===== src/rtl/decode_exec_pipe.sv =====
// decode_exec_pipe: decode->execute pipeline register with a two-entry
// skid buffer, flush-to-bubble, and a saturating stall-cycle counter.
module decode_exec_pipe #(
  parameter int               XLEN     = 32,
  parameter int               REG_AW   = 5,
  parameter int               ALU_CW   = 4,
  parameter int               MTR_W    = 2,
  parameter int               CNT_W    = 16,
  parameter logic [XLEN-1:0]  NOP_INSN = XLEN'(32'h00000013)
) (
  input  logic              clk,
  input  logic              rst,
  input  logic              flush,
  input  logic              in_valid,
  output logic              in_ready,
  input  logic              load_in,
  input  logic              store_in,
  input  logic              next_sel_in,
  input  logic              branch_result_in,
  input  logic              reg_write_in,
  input  logic [REG_AW-1:0] rs1_in,
  input  logic [REG_AW-1:0] rs2_in,
  input  logic [ALU_CW-1:0] alu_control_in,
  input  logic [MTR_W-1:0]  mem_to_reg_in,
  input  logic [XLEN-1:0]   opa_mux_in,
  input  logic [XLEN-1:0]   opb_mux_in,
  input  logic [XLEN-1:0]   opb_data_in,
  input  logic [XLEN-1:0]   pre_address_in,
  input  logic [XLEN-1:0]   instruction_in,
  output logic              out_valid,
  input  logic              out_ready,
  output logic              load,
  output logic              store,
  output logic              next_sel,
  output logic              branch_result,
  output logic              reg_write_out,
  output logic [REG_AW-1:0] rs1_out,
  output logic [REG_AW-1:0] rs2_out,
  output logic [ALU_CW-1:0] alu_control,
  output logic [MTR_W-1:0]  mem_to_reg,
  output logic [XLEN-1:0]   opa_mux_out,
  output logic [XLEN-1:0]   opb_mux_out,
  output logic [XLEN-1:0]   opb_data_out,
  output logic [XLEN-1:0]   pre_address_out,
  output logic [XLEN-1:0]   instruction_out,
  output logic [CNT_W-1:0]  stall_count
);

  typedef struct packed {
    logic              load;
    logic              store;
    logic              next_sel;
    logic              branch_result;
    logic              reg_write;
    logic [REG_AW-1:0] rs1;
    logic [REG_AW-1:0] rs2;
    logic [ALU_CW-1:0] alu_control;
    logic [MTR_W-1:0]  mem_to_reg;
    logic [XLEN-1:0]   opa;
    logic [XLEN-1:0]   opb;
    logic [XLEN-1:0]   opb_data;
    logic [XLEN-1:0]   pre_address;
    logic [XLEN-1:0]   instruction;
  } payload_t;

  payload_t         r_main;
  payload_t         r_skid;
  logic             r_main_valid;
  logic             r_skid_valid;
  logic [CNT_W-1:0] r_stall_cnt;

  payload_t w_in;
  logic     w_accept;
  logic     w_consume;
  logic     w_stall;
  logic     w_main_valid_d;
  logic     w_skid_valid_d;
  logic     w_main_from_in;
  logic     w_main_from_skid;
  logic     w_skid_from_in;

  assign w_in = '{
    load:          load_in,
    store:         store_in,
    next_sel:      next_sel_in,
    branch_result: branch_result_in,
    reg_write:     reg_write_in,
    rs1:           rs1_in,
    rs2:           rs2_in,
    alu_control:   alu_control_in,
    mem_to_reg:    mem_to_reg_in,
    opa:           opa_mux_in,
    opb:           opb_mux_in,
    opb_data:      opb_data_in,
    pre_address:   pre_address_in,
    instruction:   instruction_in
  };

  // in_ready comes straight from a flop so it never depends on out_ready
  assign in_ready  = ~r_skid_valid;
  assign w_accept  = in_valid & ~r_skid_valid;
  assign w_consume = r_main_valid & out_ready;
  assign w_stall   = r_main_valid & ~out_ready;

  // next-state steering for the main/skid entries
  always_comb begin
    w_main_valid_d   = r_main_valid;
    w_skid_valid_d   = r_skid_valid;
    w_main_from_in   = 1'b0;
    w_main_from_skid = 1'b0;
    w_skid_from_in   = 1'b0;
    if (flush) begin
      w_main_valid_d = 1'b0;
      w_skid_valid_d = 1'b0;
    end else if (!r_main_valid) begin
      if (w_accept) begin
        w_main_valid_d = 1'b1;
        w_main_from_in = 1'b1;
      end
    end else if (w_consume) begin
      if (r_skid_valid) begin
        w_main_from_skid = 1'b1;
        w_skid_valid_d   = 1'b0;
      end else if (w_accept) begin
        w_main_from_in = 1'b1;
      end else begin
        w_main_valid_d = 1'b0;
      end
    end else if (w_accept) begin
      w_skid_from_in = 1'b1;
      w_skid_valid_d = 1'b1;
    end
  end

  // entry valid bits
  always_ff @(posedge clk or posedge rst) begin
    if (rst) begin
      r_main_valid <= 1'b0;
      r_skid_valid <= 1'b0;
    end else begin
      r_main_valid <= w_main_valid_d;
      r_skid_valid <= w_skid_valid_d;
    end
  end

  // payload registers; left untouched by flush
  always_ff @(posedge clk or posedge rst) begin
    if (rst) begin
      r_main <= '0;
      r_skid <= '0;
    end else begin
      if (w_main_from_in)
        r_main <= w_in;
      else if (w_main_from_skid)
        r_main <= r_skid;
      if (w_skid_from_in)
        r_skid <= w_in;
    end
  end

  // saturating count of cycles the execute side held off a valid beat
  always_ff @(posedge clk or posedge rst) begin
    if (rst)
      r_stall_cnt <= '0;
    else if (w_stall && (r_stall_cnt != {CNT_W{1'b1}}))
      r_stall_cnt <= r_stall_cnt + 1'b1;
  end

  assign out_valid       = r_main_valid;
  assign load            = r_main.load          & r_main_valid;
  assign store           = r_main.store         & r_main_valid;
  assign next_sel        = r_main.next_sel      & r_main_valid;
  assign branch_result   = r_main.branch_result & r_main_valid;
  assign reg_write_out   = r_main.reg_write     & r_main_valid;
  assign rs1_out         = r_main.rs1;
  assign rs2_out         = r_main.rs2;
  assign alu_control     = r_main.alu_control;
  assign mem_to_reg      = r_main.mem_to_reg;
  assign opa_mux_out     = r_main.opa;
  assign opb_mux_out     = r_main.opb;
  assign opb_data_out    = r_main.opb_data;
  assign pre_address_out = r_main.pre_address;
  assign instruction_out = r_main_valid ? r_main.instruction : NOP_INSN;
  assign stall_count     = r_stall_cnt;

endmodule


===== config.mk =====
export PLATFORM = sky130hd
export DESIGN_NAME = decode_exec_pipe
export DESIGN_NICKNAME = d
export VERILOG_FILES = /design/src/rtl/decode_exec_pipe.sv
export SDC_FILE = /design/constraint.sdc
export NUM_CORES = 1
export LEC_CHECK = 0
export CORE_UTILIZATION = 51
export CTS_CLUSTER_DIAMETER = 120
export DETAILED_ROUTE_END_ITERATION = 8
export PLACE_DENSITY = 0.84
export SLEW_MARGIN = 20
export SYNTH_ARGS = -nofsm -noshare
export SYNTH_HDL_FRONTEND = slang
export SYNTH_SLANG_ARGS = --single-unit

===== constraint.sdc =====
create_clock -name clk -period 15.1 [get_ports clk]
set_input_delay 3.02 -clock clk [delete_from_list [all_inputs] [get_ports clk]]
set_output_delay 3.02 -clock clk [all_outputs]
set_load 0.005 [all_outputs]

==> impl_metrics.sql, run 1 <==
INSERT INTO impl_metrics (metric_group, metric, value, unit) VALUES
('global_routing', 'number_of_global_route_vias_before_repair', '11300', ''),
('synth', 'synthDominantAreaCellType', 'dfrtp_1', ''),
('pwr', 'power_density', '141', 'nW/um^2'),
('synth', 'most_used_flip_flop_cell_after_synthesis', 'dfrtp_1', ''),
('worst_setup_path', 'timing.reg2reg.setup_slack', '11.01', 'ns'),
('pwr', 'power.combinational.fraction', '19.5', '%'),
('global_routing', 'antenna_found_initial', '4', ''),
('pwr', 'internal_power', '0.00229', 'W'),
('die', 'floorplan_die_area', '34200', 'sq um'),
('placement', 'pre_cts_ws', '8.51', 'ns'),
('synth', 'gate_count_post_synth', '1254', ''),
('sta', 'post-route-period-util', '42.3', '%'),
('clocking', 'clk_pin_slew_worst_setup_hold_paths', '0.06', 'ns'),
('synth', 'ys_async_sr_fraction', '100', '%'),
('final_layout', 'nets', '1651', ''),
('global_routing', 'grt_max_degree', '183', ''),
('clocking', 'clk-insertion-delay-late', '0.52', 'ns'),
('pwr', 'power.net_switching', '0.000733', 'W'),
('sta', 'report.final.setup_viol', '0', ''),
('final_layout', 'post-route-cell-area', '21500', 'sq um'),
('pwr', 'power.switching_fraction', '24.2', '%'),
('clocking', 'cts_made_buffers', '41', ''),
('drt', 'drc', '0', ''),
('clocking', 'clock-root-buffer', 'clkbuf_16', ''),
('worst_setup_path', 'timing.rr.end', 'opb_mux_out[20]', ''),
('final_layout', 'regMostFlops', 'r_skid', ''),
('synth', 'synth-edff-count', '0', ''),
('sta', 'relSlewSlack', '14.2', '%'),
('pwr', 'p_seq_share', '45.7', '%'),
('worst_setup_path', 'criticalPathCategory', 'primary input to register', ''),
('synth', 'yosysWarnings', '0', ''),
('die', 'core_area', '32700', 'sq um'),
('status', 'run_status', 'finished, final reports clean', ''),
('global_routing', 'grt_usage', '23.1', '%'),
('hold_path', 'hold_class', 'register to register', ''),
('die', 'initial_utilization', '52.1', '%'),
('worst_setup_path', 'crit-reg2reg-launch', 'out_valid', ''),
('die', 'number_of_placement_rows', '66', ''),
('placement', 'final_replace_weighted_congestion', '0.808', ''),
('drt', 'via_per_inst', '5.57', ''),
('drt', 'routed_wirelength', '40.1', 'mm'),
('drt', 'drt_first_iter_violations', '698', ''),
('sta', 'worst_slew_pin_slew', '1.29', 'ns'),
('hold_path', 'hold_path.startpoint', 'r_main[2]', ''),
('clocking', 'ctsResizeCount', '0', ''),
('sta', 'final.setup.tns', '0', 'ns'),
('synth', 'yosys.area.top_type_share', '55.8', '%'),
('synth', 'most_used_standard_cell_by_instance_count_after_synthesis', 'dfrtp_1', ''),
('worst_setup_path', 'element_type_at_the_critical_path_end', 'register', ''),
('sta', 'timing.clock.skew', '0.00718', 'ns'),
('synth', 'synthesis.area', '17000', 'sq um'),
('die', 'dieWidth', '185', 'um'),
('sta', 'highest_clock_rate', '0.157', 'GHz'),
('drt', 'routed_wire_length_per_instance', '20.6', 'um'),
('hold_path', 'min_path_cells', '1', ''),
('final_layout', 'n_fill_cell', '2331', ''),
('clocking', 'ctsHtreeMaxLevel', '2', ''),
('clocking', 'holdBufCountCts', '0', ''),
('synth', 'syn-mean-instance-area', '13.6', 'sq um'),
('synth', 'ys_top_cells_by_area', 'dfrtp_1 56%, a22o_1 9.3%, a21o_1 8.0%, mux2_4 7.9%, buf_4 6.5%', ''),
('pwr', 'leakagePower', '10.7', 'nW'),
('clocking', 'cts-root-to-sink-buffers', '3', ''),
('placement', 'dpl_cell_area', '20100', 'sq um'),
('global_routing', 'grt_remaining_overflow', '0', ''),
('worst_setup_path', 'critical_path_arrival', '6.84', 'ns'),
('clocking', 'cts_tree', 'done', ''),
('placement', 'hpwl', '24.6', 'mm'),
('synth', 'seq_area_frac_synth', '55.8', '%'),
('drt', 'detail_route.first_pass.iterations', '4', ''),
('sta', 'final_period_minus_worst_setup_slack', '6.38', 'ns'),
('worst_setup_path', 'worstPathMaxFanout', '182', '');
## power by group through the flow
stage	sequential (W)	combinational [W]	clock, W
2_1_floorplan	0.00136	0.000407	0
3_3_place_gp	0.00138	0.000570	0
3_5_place_dp	0.00139	0.000592	0
4_1_cts	0.00138	0.000596	0.00107
5_1_grt	0.00141	0.000635	0.00112
6_report	0.00138	0.000589	0.00106
## worst max-delay path by stage
stage / startpoint / endpoint / slack, ns / depth (start not counted)
2_1_floorplan: rst / alu_control[0] / 1.52 / 1
3_3_place_gp: out_ready / opb_mux_out[12] / 8.56 / 8
3_5_place_dp: out_ready / opb_mux_out[23] / 8.51 / 8
4_1_cts: out_ready / opb_mux_out[20] / 9.02 / 8
5_1_grt: out_ready / opb_mux_out[20] / 8.78 / 8
6_report: out_ready / opb_mux_out[20] / 8.72 / 8
## placed cells by master, fill, tap and decap left out, types with 8 or more instances in the layout
cell type,instances
xor2_1,14
clkbuf_1,9
and2_1,34
a21o_1,181
dfrtp_1,380
mux2_4,90
clkinv_2,8
buf_4,8
clkbuf_16,43
clkbuf_8,8
mux2_2,92
a22o_1,181
clkdlybuf4s50_1,384
## final cells by class
cell class	instances	area, sq um	share of cell area, %
inverters	3	18.8	0.0872
clock inverters	16	214	0.994
flip-flops and latches	380	9510	44.2
clock buffers	60	1220	5.67
diodes	5	12.5	0.0581
multi-input cells	642	6010	27.9
repair buffers	396	3990	18.5
well taps	442	553	2.57
## metal layers
| layer | track usage, % | routed length (um) |
|---|---|---|
| met5 | 0 | 0 |
| met4 | 11.2 | 1760 |
| met3 | 4.64 | 2130 |
| met2 | 37.9 | 19700 |
| met1 | 29.3 | 16600 |
## critical path, stage by stage
cell	delay (ns)
clkdlybuf4s50_1	0.50
and2b_1	0.32
nor3_4	0.07
buf_12	0.23
nor2_4	0.27
buf_4	0.82
buf_4	0.86
a21o_1	0.24
## through the flow
| stage | hold WS (ns) | total power [W] | std cells | utilization [%] |
|---|---|---|---|---|
| 2_1_floorplan | 0.440 | 0.00176 | 1254 | - |
| 3_3_place_gp | 0.449 | 0.00195 | 1862 | 61.3 |
| 3_5_place_dp | 0.457 | 0.00198 | 1862 | 61.3 |
| 4_1_cts | 0.470 | 0.00305 | 1938 | 65.7 |
| 5_1_grt | 0.484 | 0.00316 | 1943 | 65.8 |
| 6_report | 0.466 | 0.00303 | 1944 | 65.8 |
## cells by family (layout without fill, tap and decap cells)
logic type | after synthesis | in the layout | synth area share (%)
AO/OA/AOI/OAI | 366 | 366 | 17.4
flip-flops | 380 | 380 | 55.8
other | 0 | 5 | 0
adder cells (fa/ha/maj) | 1 | 1 | 0.0734
AND/OR/NAND/NOR | 78 | 78 | 2.90
XOR/XNOR | 15 | 15 | 0.771
buffers and inverters | 232 | 475 | 9.08
multiplexers | 182 | 182 | 14.0
Note: power is estimated with default switching activity, not from simulation.
==> run 2, diff against run 1 <==
Clock period 15.1 ns to 6.6 ns, I/O delays scaled along.
==> impl_metrics.sql, run 2 (synthesis results as in run 1) <==
INSERT INTO impl_metrics (metric_group, metric, value, unit) VALUES
('die', 'core_area', '32700', 'sq um'),
('hold_path', 'min_path_cells', '1', ''),
('final_layout', 'areaGrowthSynthToFinish', '26.2', '%'),
('sta', 'final.setup.tns', '0', 'ns'),
('sta', 'layout_setup_ws', '2.97', 'ns'),
('clocking', 'clk-insertion-delay-late', '0.52', 'ns'),
('pwr', 'internal_power', '0.00517', 'W'),
('die', 'number_of_placement_rows', '66', ''),
('drt', 'drc', '0', ''),
('drt', 'antenna_violating_nets_post_route', '0', ''),
('final_layout', 'layout-drive-gt1-share', '17.8', '%'),
('sta', 'hold_ws', '0.468', 'ns'),
('sta', 'timing.clock.skew', '0.0118', 'ns'),
('pwr', 'power.clock.fraction', '33.7', '%'),
('worst_setup_path', 'critPathMaxStageDelay', '0.96', 'ns'),
('worst_setup_path', 'worst-endpoint-required', '5.28', 'ns'),
('clocking', 'post_cts_setup_repair_bufs', '0', ''),
('final_layout', 'nets', '1652', ''),
('worst_setup_path', 'timing.critical_path.cells', 'and2_1, clkdlybuf4s50_1', ''),
('global_routing', 'grt_pass1_wl', '62.0', 'mm'),
('placement', 'io_buffers', '384', ''),
('final_layout', 'final_common_cell', 'clkdlybuf4s50_1', ''),
('clocking', 'ctsHtreeMaxLevel', '2', ''),
('die', 'die_height', '185', 'um'),
('pwr', 'p_seq_share', '46.4', '%'),
('clocking', 'holdBufCountCts', '0', ''),
('sta', 'worst_slew_pin_slew', '1.02', 'ns'),
('final_layout', 'top_regs', 'r_skid x181, r_main x37', ''),
('die', 'initial_utilization', '52.1', '%'),
('sta', 'report.final.setup_viol', '0', ''),
('worst_setup_path', 'critPathLaunchType', 'register', ''),
('clocking', 'clock-sinks', '380', ''),
('global_routing', 'grt_remaining_overflow', '0', ''),
('global_routing', 'antenna_found_initial', '5', ''),
('final_layout', 'final_core_utilization', '65.8', '%'),
('hold_path', 'hold_path.startpoint', 'r_main[16]', ''),
('final_layout', 'most-common-layout-cells', '384 x clkdlybuf4s50_1, 379 x dfrtp_1, 181 x a22o_1, 181 x a21o_1, 92 x mux2_2', ''),
('sta', 'post-route-period-util', '54.9', '%'),
('clocking', 'cts_tree', 'done', ''),
('global_routing', 'number_of_global_route_vias_before_repair', '11100', ''),
('pwr', 'max-vdd-ir-drop', '235', 'uV'),
('pwr', 'leakagePower', '10.7', 'nW'),
('pwr', 'power.switching_fraction', '24.1', '%'),
('job', 'count_of_max_cap_constraint_violations', '0', ''),
('worst_setup_path', 'crit-reg2reg-launch', 'out_valid', ''),
('hold_path', 'hold_class', 'register to register', ''),
('sta', 'total_count_of_hold_check_failures_in_the_final_report', '0', ''),
('pwr', 'power.net_switching', '0.00164', 'W'),
('sta', 'final_period_minus_worst_setup_slack', '3.63', 'ns'),
('sta', 'highest_clock_rate', '0.276', 'GHz'),
('status', 'run_status', 'finished, final reports clean', ''),
('placement', 'hpwl', '25.0', 'mm'),
('drt', 'routed_wirelength', '40.1', 'mm'),
('placement', 'pre_cts_ws', '2.63', 'ns'),
('sta', 'rsz0062_at_grt', 'no', ''),
('worst_setup_path', 'timing.reg2reg.setup_slack', '3.66', 'ns'),
('drt', 'drt_first_iter_violations', '611', ''),
('drt', 'detail_route.first_pass.iterations', '5', ''),
('worst_setup_path', 'element_type_at_the_critical_path_end', 'output port', ''),
('global_routing', 'grt_max_degree', '183', ''),
('drt', 'vias', '10900', ''),
('worst_setup_path', 'worstPathMaxFanout', '46', ''),
('die', 'io-pin-count', '385', ''),
('drt', 'routed_wire_length_per_instance', '20.7', 'um'),
('drt', 'via_per_inst', '5.61', ''),
('worst_setup_path', 'timing.rr.end', 'opb_data_out[30]', ''),
('worst_setup_path', 'critPathSlowestCell', 'dfrtp_2', ''),
('pwr', 'power_density', '317', 'nW/um^2'),
('sta', 'relSlewSlack', '31.7', '%'),
('worst_setup_path', 'criticalPathCategory', 'register to output port', ''),
('pwr', 'power.combinational.fraction', '19.8', '%'),
('worst_setup_path', 'r2r.worst_path.cells', '6', ''),
('die', 'floorplan_die_area', '34200', 'sq um'),
('final_layout', 'regMostFlops', 'r_skid', ''),
('pwr', 'power', '0.00682', 'W'),
('clocking', 'clk_pin_slew_worst_setup_hold_paths', '0.05', 'ns'),
('sta', 'fin_max_slew_vios', '0', ''),
('global_routing', 'grt_usage', '23.1', '%'),
('placement', 'final_replace_weighted_congestion', '0.801', ''),
('clocking', 'cts-root-to-sink-buffers', '3', ''),
('clocking', 'ctsResizeCount', '0', ''),
('die', 'dieWidth', '185', 'um'),
('worst_setup_path', 'critical_path_arrival', '2.31', 'ns'),
('hold_path', 'worst_hold_path.endpoint', 'r_main[16]', ''),
('clocking', 'cts_made_buffers', '41', ''),
('final_layout', 'largest_register_ffs', '181', ''),
('clocking', 'clock-root-buffer', 'clkbuf_16', '');
==> run 2: changes by cell type in the layout (fill, tap and decap cells not counted), moves of 2 or more <==
cell	delta
buf_12	+2
buf_4	-2
bufinv_16	-3
clkbuf_1	-2
clkbuf_8	+5
clkinv_2	-6
==> run 2: critical path: cells and delay by family, from the launching register on <==
| family | cells | cell delay [ns] |
|---|---|---|
| flip-flops | 1 | 0.96 |
| AND/OR/NAND/NOR | 1 | 0.27 |
| buffers and inverters | 1 | 0.54 |
==> run 2: final cells by class <==
cell class | instances | area [sq um]
Fill cell | 2350 | 11200
Clock inverter | 6 | 86.3
Clock buffer | 63 | 1280
Antenna cell | 5 | 12.5
Timing Repair Buffer | 397 | 4040
Multi-Input combinational cell | 642 | 6010
Tap cell | 442 | 553
Sequential cell | 380 | 9510
Inverter | 3 | 15.0
==> run 2: worst max path at each step <==
stage | startpoint | endpoint | slack [ns] | depth (start not counted)
after detailed placement | out_ready | r_skid[27] | 2.63 | 6
after global routing | out_valid | store | 2.88 | 2
final | out_valid | instruction_out[11] | 2.97 | 2
after CTS | out_valid | next_sel | 2.92 | 2
after floorplan | rst | alu_control[0] | 0.17 | 1
after global placement | out_ready | r_main[177] | 2.48 | 6
==> run 2: through the flow <==
step           cells  instance area [sq um]
3_3_place_gp    1862                  20100
3_5_place_dp    1863                  20100
2_1_floorplan   1254                  17100
6_report        1938                  21500
5_1_grt         1937                  21500
4_1_cts         1932                  21500
==> run 2: power by group through the flow <==
| stage | registers [W] | logic (W) | clock network [W] |
|---|---|---|---|
| detailed placement | 0.00319 | 0.00136 | 0 |
| global placement | 0.00315 | 0.00131 | 0 |
| floorplan | 0.00311 | 0.000931 | 0 |
| global route | 0.00322 | 0.00145 | 0.00244 |
| finish | 0.00317 | 0.00135 | 0.00230 |
| CTS | 0.00316 | 0.00137 | 0.00235 |
==> run 2: per-layer routing <==
| layer | vias to the layer above | routed length [um] | global-route usage (%) |
|---|---|---|---|
| met5 | - | 0 | 0 |
| met4 | 0 | 2020 | 11.8 |
| met3 | 112 | 2700 | 5.60 |
| met2 | 357 | 19100 | 36.5 |
| met1 | 5587 | 16300 | 29.6 |
| li1 | 4811 | - | - |
==> run 3, diff against run 2 <==
Clock period 6.6 ns to 3.6 ns, I/O delays scaled along.
==> impl_metrics.sql, run 3 (synthesis results as in run 1) <==
INSERT INTO impl_metrics (metric_group, metric, value, unit) VALUES
('status', 'run_status', 'finished, final reports clean', ''),
('sta', 'final_period_minus_worst_setup_slack', '3.05', 'ns'),
('global_routing', 'number_of_global_route_vias_before_repair', '11600', ''),
('die', 'number_of_placement_rows', '66', ''),
('clocking', 'cts-root-to-sink-buffers', '3', ''),
('hold_path', 'hold_class', 'register to register', ''),
('drt', 'routed_wire_length_per_instance', '20.8', 'um'),
('placement', 'dpl_cell_area', '20300', 'sq um'),
('clocking', 'cts_made_buffers', '40', ''),
('worst_setup_path', 'critPathMaxStageDelay', '0.58', 'ns'),
('final_layout', 'post-route-cell-area', '21600', 'sq um'),
('die', 'dieWidth', '185', 'um'),
('die', 'die_height', '185', 'um'),
('sta', 'fin_max_slew_vios', '0', ''),
('clocking', 'post_cts_setup_repair_bufs', '0', ''),
('worst_setup_path', 'critPathLaunchType', 'register', ''),
('worst_setup_path', 'critPathSlowestCell', 'dfrtp_2', ''),
('sta', 'relSlewSlack', '39.5', '%'),
('global_routing', 'grt_usage', '23.9', '%'),
('worst_setup_path', 'timing.reg2reg.setup_slack', '1.27', 'ns'),
('worst_setup_path', 'cp.buffers_inverters', '2', ''),
('final_layout', 'largest_register_ffs', '181', ''),
('final_layout', 'layout-drive-gt1-share', '18.6', '%'),
('pwr', 'leakagePower', '10.7', 'nW'),
('clocking', 'ctsHtreeMaxLevel', '2', ''),
('sta', 'layout_setup_ws', '0.545', 'ns'),
('global_routing', 'grt_pass1_wl', '64.0', 'mm'),
('final_layout', 'multiInputGateArea', '6010', 'sq um'),
('sta', 'rsz0062_at_grt', 'no', ''),
('drt', 'detail_route.first_pass.iterations', '5', ''),
('worst_setup_path', 'critical_path_arrival', '2.33', 'ns'),
('final_layout', 'top_regs', 'r_skid x181, r_main x37', ''),
('global_routing', 'antenna_found_initial', '4', ''),
('final_layout', 'final-seq-area', '9510', 'sq um'),
('die', 'io-pin-count', '385', ''),
('final_layout', 'regMostFlops', 'r_skid', ''),
('clocking', 'holdBufCountCts', '0', ''),
('worst_setup_path', 'timing.critical_path.cells', 'buf_4, and2_1, clkdlybuf4s50_1', ''),
('sta', 'post-route-period-util', '84.9', '%'),
('worst_setup_path', 'criticalPathCategory', 'register to output port', ''),
('drt', 'antenna_violating_nets_post_route', '0', ''),
('die', 'core_area', '32700', 'sq um'),
('sta', 'hold_ws', '0.467', 'ns'),
('final_layout', 'nets', '1668', ''),
('pwr', 'power_density', '571', 'nW/um^2'),
('final_layout', 'n_fill_cell', '2353', ''),
('sta', 'total_count_of_hold_check_failures_in_the_final_report', '0', ''),
('clocking', 'clk_pin_slew_worst_setup_hold_paths', '0.06', 'ns'),
('clocking', 'cts_tree', 'done', ''),
('die', 'initial_utilization', '52.1', '%'),
('placement', 'io_buffers', '384', ''),
('worst_setup_path', 'element_type_at_the_critical_path_end', 'output port', ''),
('worst_setup_path', 'worstPathMaxFanout', '32', ''),
('final_layout', 'final_common_cell', 'clkdlybuf4s50_1', ''),
('sta', 'highest_clock_rate', '0.327', 'GHz'),
('clocking', 'ctsResizeCount', '0', ''),
('drt', 'via_per_inst', '5.62', ''),
('clocking', 'clock-root-buffer', 'clkbuf_16', ''),
('global_routing', 'grt_remaining_overflow', '0', ''),
('final_layout', 'final_core_utilization', '66.2', '%'),
('clocking', 'clk-insertion-delay-late', '0.51', 'ns'),
('job', 'count_of_max_cap_constraint_violations', '0', ''),
('worst_setup_path', 'critical-path-top-delay-family', 'buffers and inverters', ''),
('final_layout', 'areaGrowthSynthToFinish', '27.0', '%'),
('sta', 'worst_slew_pin_slew', '0.908', 'ns'),
('clocking', 'clock-sinks', '380', ''),
('global_routing', 'grt_max_degree', '182', ''),
('drt', 'drc', '0', ''),
('sta', 'report.final.setup_viol', '0', ''),
('drt', 'routed_wirelength', '40.7', 'mm'),
('worst_setup_path', 'worst-endpoint-required', '2.88', 'ns'),
('final_layout', 'most-common-layout-cells', '384 x clkdlybuf4s50_1, 379 x dfrtp_1, 181 x a22o_1, 181 x a21o_1, 92 x mux2_2', ''),
('drt', 'vias', '11000', ''),
('placement', 'pre_cts_ws', '0.580', 'ns'),
('placement', 'hpwl', '26.3', 'mm'),
('placement', 'final_replace_weighted_congestion', '0.827', ''),
('drt', 'drt_first_iter_violations', '643', ''),
('die', 'floorplan_die_area', '34200', 'sq um'),
('sta', 'timing.clock.skew', '0.0138', 'ns'),
('pwr', 'max-vdd-ir-drop', '452', 'uV');
-- run 3: cell types whose count changed in the layout (fill, tap and decap cells not counted), moves of 2 or more --
cell,delta
clkbuf_16,-2
buf_16,-2
buf_12,+10
clkinv_2,+7
clkbuf_8,-7
buf_4,+9
clkbuf_1,+3
-- run 3: worst paths after layout --
path	from	endpoint	depth (start not counted)
max in group asynchronous	rst	opb_mux_out[15]	4
max	out_valid	instruction_out[15]	3
min in group asynchronous	rst	pre_address_out[25]	2
min	r_main[9]	r_main[9]	1
min reg2reg	r_main[9]	r_main[9]	1
max reg2reg	out_valid	r_main[28]	5
-- run 3: metrics by stage --
stage               setup TNS, ns  instances  power (W)
floorplan                 -845.89       1254    0.00740
CTS                             0       1951     0.0125
global placement                0       1880    0.00822
finish                          0       1957     0.0124
global route                    0       1955     0.0129
detailed placement              0       1881    0.00837
-- run 3: worst register-to-register path, cell delays in order, from the launching register on --
cell and delay, ns:
dfrtp_2 0.54, and2b_1 0.28, nor3_4 0.28, buf_12 0.65
a22o_1 0.42, a21o_1 0.09
-- run 3: layout make-up --
| type | count | area share, % |
|---|---|---|
| Sequential cell | 380 | 43.9 |
| Inverter | 3 | 0.0694 |
| Timing Repair Buffer | 414 | 19.7 |
| Multi-Input combinational cell | 642 | 27.8 |
| Tap cell | 442 | 2.55 |
| Clock buffer | 57 | 5.29 |
| Antenna cell | 6 | 0.0694 |
| Clock inverter | 13 | 0.659 |
-- run 3: per-layer routing --
layer  part of all wire, %  GRT usage, %  vias to the layer above
met5                     0             0                        -
met4                   3.5          9.26                        0
met3                   5.9          5.11                       97
met2                    50          39.7                      364
met1                    41          30.5                     5698
li1                      -             -                     4849
-- run 3: where the power goes --
part / internal, W / switching (W) / total [W]
Combinational: 0.00169 / 0.000804 / 0.00249
Clock: 0.00243 / 0.00161 / 0.00404
Sequential: 0.00524 / 0.000593 / 0.00583
==> RTL change 1: new RTL, flow settings as in run 3 <==
Set the parameter `MTR_W` to 4 (it was 2).
--- a/src/rtl/decode_exec_pipe.sv
+++ b/src/rtl/decode_exec_pipe.sv
@@ -4,7 +4,7 @@
   parameter int               XLEN     = 32,
   parameter int               REG_AW   = 5,
   parameter int               ALU_CW   = 4,
-  parameter int               MTR_W    = 2,
+  parameter int               MTR_W    = 4,
   parameter int               CNT_W    = 16,
   parameter logic [XLEN-1:0]  NOP_INSN = XLEN'(32'h00000013)
 ) (
Interface: changed (resized mem_to_reg and mem_to_reg_in); port bits go from 385 to 389. The function was not compared with the original's and may differ.
==> RTL change 1 against run 3 <==
- total power grew 2.7%
- die area rose by 3.6%
- critical path depth stayed put
- count of clock-buffer cells in the layout increased by 4
- wire length rose by 3.0%
- synthesized area rose by 3.6%
- utilization down 0.89 points
- sequential cell count grew 4
- clock skew is 0.00082 ns lower
- global-route usage down 0.29 points
- sequential share of layout area decreased by 0.38 points
- design area rose by 1.9%
- worst setup slack worse by 0.085 ns
==> RTL change 1: results (changes against run 3) <==
* Worst Hold Endpoint: r_main[31]
* Reg2Reg Depth at 5 (unchanged)
* Vias in the first global route at 11,800 (+2.3%)
* Routability Congestion at 0.826 (-0.21%)
* HP Start: r_main[31]
* Outcome: complete, no violations
* Iteration-0 DRC count of the detailed router at 675 (+5.0%)
* Crit Path Max Fanout at 25 (-22%)
* Period minus WS final at 3.14 ns (+0.0854 ns)
* Leakage at 11.2 nW (+4.1%)
* Top flop regs: r_skid x183, r_main x37
* Avg WL per Cell at 21.4 um (+2.7%)
* TNS Setup at 0 ns (unchanged)
* Synth warn at 0 (unchanged)
* Share of cells above drive strength 1 at 0.179 (-0.00698)
* Port bufs at 388 (+1.0%)
* Skew-Pair Late Insertion Delay at 0.52 ns
* Mean Syn Cell Area at 13.9 um^2 (+2.5%)
* Top cells by count, synth: dfrtp_1 (384), a21o_1 (183), a22o_1 (183)
* Placed Instance Area at 20,800 um^2 (+2.0%)
* First-pass GRT wire length at 66,700 um (+4.3%)
* Clock buffer depth at 3 (unchanged)
* Largest net degree at the start of global routing at 141 (-23%)
* TritonCTS Buffers at 41 (+2.5%)
* H-tree levels at 2 (unchanged)
* Via count at 11,200 (+1.9%)
* Final #Nets at 1,678 (+0.60%)
* Origin of the critical flop-to-flop path: out_valid
* Total track usage at 0.236 (-0.00292)
* Worst hold path depth at 1 (unchanged)
* First-pass detailed-route iteration total at 5 (unchanged)
* WHS at 0.472 ns (+0.00541 ns)
* Peak VDD IR at 0.363 mV (-20%)
* Pre-CTS setup slack at 0.714 ns (+0.134 ns)
* R2R setup slack at 1.20 ns (-0.07 ns)
* Reg-to-Reg End: opa_mux_out[31]
* Main area contributors after synthesis: dfrtp_1 (54%), mux2_4 (14%), a22o_1 (9.1%), a21o_1 (7.8%), buf_4 (6.2%)
* Clock root cell: clkbuf_16
* # placed instances at 1,894 (+0.69%)
* Sequential fraction of the synthesis area at 0.544 (-0.0139)
* Worst EP arrival at 2.42 ns (+0.09 ns)
* Post-synth net total at 1,457 (+1.1%)
* Layout Cells excl Fill at 1,963 (+0.31%)
* Worst-path clk slew at 0.06 ns (about the same)
* Synth async-reset ratio at 1.00 (unchanged)
* Clock skew at 0.0130 ns (-0.000823 ns)
* Post-CTS Setup Bufs at 0 (unchanged)
* Initial antenna violation count at 3 (-1)
* Max_slew headroom at 0.466 (+0.0715)
* Hold Crit Class: register to register
* Gates resized, CTS repair at 0 (unchanged)
* Unique masters post-synth at 40 (+2.6%)
* DP HPWL at 26,800 um (+2.2%)
RTL change 1: cell count changes in the layout (fill, tap and decap cells not counted), sizes merged, moves of 3 or more:
| cell | run 3 | this run |
|---|---|---|
| dfrtp | 380 | 384 |
| clkinv | 9 | 2 |
| diode | 6 | 3 |
| clkbuf | 57 | 61 |
| buf | 30 | 23 |
| clkdlybuf4s50 | 384 | 388 |
RTL change 1: area by class of cell:
type,instances,area [um^2]
antenna,3,7.51
timing repair buffer,411,4210
multi-input combinational,648,6360
sequential,384,9610
clock inverter,5,100
inverter,3,15.0
clock buffer,61,1200
tap,448,561
fill,2363,11700
RTL change 1: cell families after synthesis:
logic type | synth area share
XOR/XNOR | 0.00744
adder cells (fa/ha/maj) | 0.000708
multiplexers | 0.153
AO/OA/AOI/OAI | 0.170
buffers and inverters | 0.0974
flip-flops | 0.544
AND/OR/NAND/NOR | 0.0275
RTL change 1: per-layer routing:
metal	vias up	part of all wire	track usage
met4	0	0.045	0.104
met5	-	0	0
met2	389	0.49	0.382
met3	110	0.059	0.0444
met1	5859	0.41	0.308
li1	4864	-	-
RTL change 1: how the worst max path moves through the flow:
stage	start	end	slack, ns	cells past startpoint
after global routing	out_valid	instruction_out[3]	0.28	3
after detailed placement	out_ready	opb_data_out[14]	0.71	6
after floorplan	rst	alu_control[0]	-2.28	1
after global placement	out_ready	r_skid[135]	0.73	6
after CTS	out_valid	instruction_out[3]	0.42	3
final	out_valid	instruction_out[3]	0.46	3
RTL change 1: report_power, final:
group          internal (W)  total, W  switching [W]
Clock               0.00250   0.00411        0.00162
Sequential          0.00529   0.00592       0.000627
Combinational       0.00184   0.00266       0.000826
RTL change 1: critical path: stages, from the launching register on:
cell	delay (ns)
dfrtp_1	0.77
buf_4	0.39
and2_1	0.21
clkdlybuf4s50_1	0.54
==> RTL change 2: new RTL, settings of run 3 <==
Made on the original files. Register the output `stall_count` once more, without a reset; this adds one clock of latency there. The other outputs are not delayed to match.
--- a/src/rtl/decode_exec_pipe.sv
+++ b/src/rtl/decode_exec_pipe.sv
@@ -181,7 +181,9 @@
   assign opb_data_out    = r_main.opb_data;
   assign pre_address_out = r_main.pre_address;
   assign instruction_out = r_main_valid ? r_main.instruction : NOP_INSN;
-  assign stall_count     = r_stall_cnt;
+  always_ff @(posedge clk) begin
+    stall_count <= r_stall_cnt;
+  end
 
 endmodule
 
Function: changed (Yosys sat finds a counterexample within 4 cycles, from zero or initial values and one cycle with rst high).
==> RTL change 2 against run 3 <==
- sequential share of layout area rose by 0.72 points
- non-clock buffer count grew 1
- hold slack worse by 0.038 ns
- worst setup slack gained 0.30 ns
- sequential cell count up 16
- critical endpoint is now instruction_out[25]
- total power increased by 3.4%
- design area is 1.7% higher
- wire length down 0.38%
- first-iteration DRC count is 12% lower
- cell count up 1.2%
- clock power up 5.2%
- synthesized area up 1.5%
- utilization is 0.38 points lower
==> RTL change 2: results (changes against run 3) <==
* Outcome: complete, no violations
* Routability Congestion at 0.843 (+1.9%)
* Final wirelength at 40,600 um (-0.38%)
* CP endpoint: instruction_out[25]
* Slew @ Worst Pin at 0.846 ns (-0.0618 ns)
* Initial antenna violation count at 3 (-1)
* Crit Path Max Fanout at 43 (+34%)
* Main area contributors after synthesis: dfrtp_1 (55%), a22o_1 (9.2%), a21o_1 (7.8%), mux2_4 (7.8%), buf_4 (6.2%)
* NetSw at 0.00310 W (+3.0%)
* Worst hold path depth at 0 (-1)
* Share of cells above drive strength 1 at 0.184 (-0.00256)
* Final #Nets at 1,686 (+1.1%)
* Largest net degree at the start of global routing at 111 (-39%)
* Via density at 5.57 (-0.97%)
* Peak VDD IR at 0.421 mV (-6.8%)
* R2R setup slack at 1.32 ns (+0.05 ns)
* Post-synth net total at 1,455 (+0.97%)
* Vias in the first global route at 11,500 (-0.94%)
* Synth async-reset ratio at 0.960 (-0.0404)
* Top cells by count, synth: dfrtp_1 (380), a21o_1 (181), a22o_1 (181)
* Iteration-0 DRC count of the detailed router at 563 (-12%)
* Sequential fraction of the synthesis area at 0.568 (+0.0100)
* Hold Crit Class: register to register
* Leakage at 10.8 nW (+0.90%)
* Total track usage at 0.230 (-0.00828)
* Clock buffer depth at 3 (unchanged)
* Placed Instance Area at 20,600 um^2 (+1.4%)
* Unique masters post-synth at 32 (-18%)
* Worst EP arrival at 2.04 ns (-0.29 ns)
* TritonCTS Buffers at 42 (+5.0%)
* DP HPWL at 26,700 um (+1.8%)
* First-pass GRT wire length at 62,400 um (-2.5%)
==> RTL change 2: stage by stage <==
step | setup WS, ns | TNS, ns | std cells | util
floorplan | -2.23 | -845.89 | 1268 | -
global placement | 0.637 | 0 | 1903 | 0.617
detailed placement | 0.589 | 0 | 1903 | 0.617
CTS | 0.809 | 0 | 1978 | 0.658
global route | 0.724 | 0 | 1981 | 0.658
finish | 0.845 | 0 | 1981 | 0.658
==> RTL change 2: worst max-delay path: stages (launching register included) <==
cell             delay, ns
dfrtp_1               0.37
buf_4                 0.36
and2_1                0.18
clkdlybuf4s50_1       0.58
==> RTL change 2: layer usage <==
metal / routed length, um / vias to the layer above / global-route usage
met5: 0 / - / 0
met4: 2030 / 0 / 0.117
met3: 2340 / 113 / 0.0524
met2: 19800 / 356 / 0.371
li1: - / 4897 / -
met1: 16400 / 5669 / 0.292
==> RTL change 2: final cells by class <==
type / instances / area, um^2
Antenna cell: 3 / 7.51
Clock buffer: 67 / 1310
Tap cell: 448 / 561
Sequential cell: 396 / 9830
Clock inverter: 8 / 67.6
Fill cell: 2323 / 11400
Inverter: 5 / 22.5
Timing Repair Buffer: 415 / 4250
Multi-Input combinational cell: 639 / 5970
==> RTL change 2: cells by family after synthesis <==
family / synth area share
compound gates: 0.172
buf+inv: 0.0885
fa+ha+maj: 0.000723
flops: 0.568
xor+xnor: 0.00708
simple gates: 0.0259
mux: 0.138
==> RTL change 2: power groups by stage <==
stage	clock network, W	registers [W]	logic, W
6_report	0.00425	0.00603	0.00250
5_1_grt	0.00453	0.00614	0.00269
4_1_cts	0.00433	0.00602	0.00253
3_5_place_dp	0	0.00608	0.00251
3_3_place_gp	0	0.00603	0.00242
2_1_floorplan	0	0.00591	0.00170
==> RTL change 2: worst min path at each step <==
stage | end | from | slack [ns]
global placement | stall_count[15] | r_stall_cnt[15] | 0.40
floorplan | stall_count[12] | r_stall_cnt[12] | 0.37
CTS | stall_count[12] | r_stall_cnt[12] | 0.42
detailed placement | stall_count[12] | r_stall_cnt[12] | 0.41
finish | stall_count[12] | r_stall_cnt[12] | 0.43
global route | stall_count[15] | r_stall_cnt[15] | 0.44
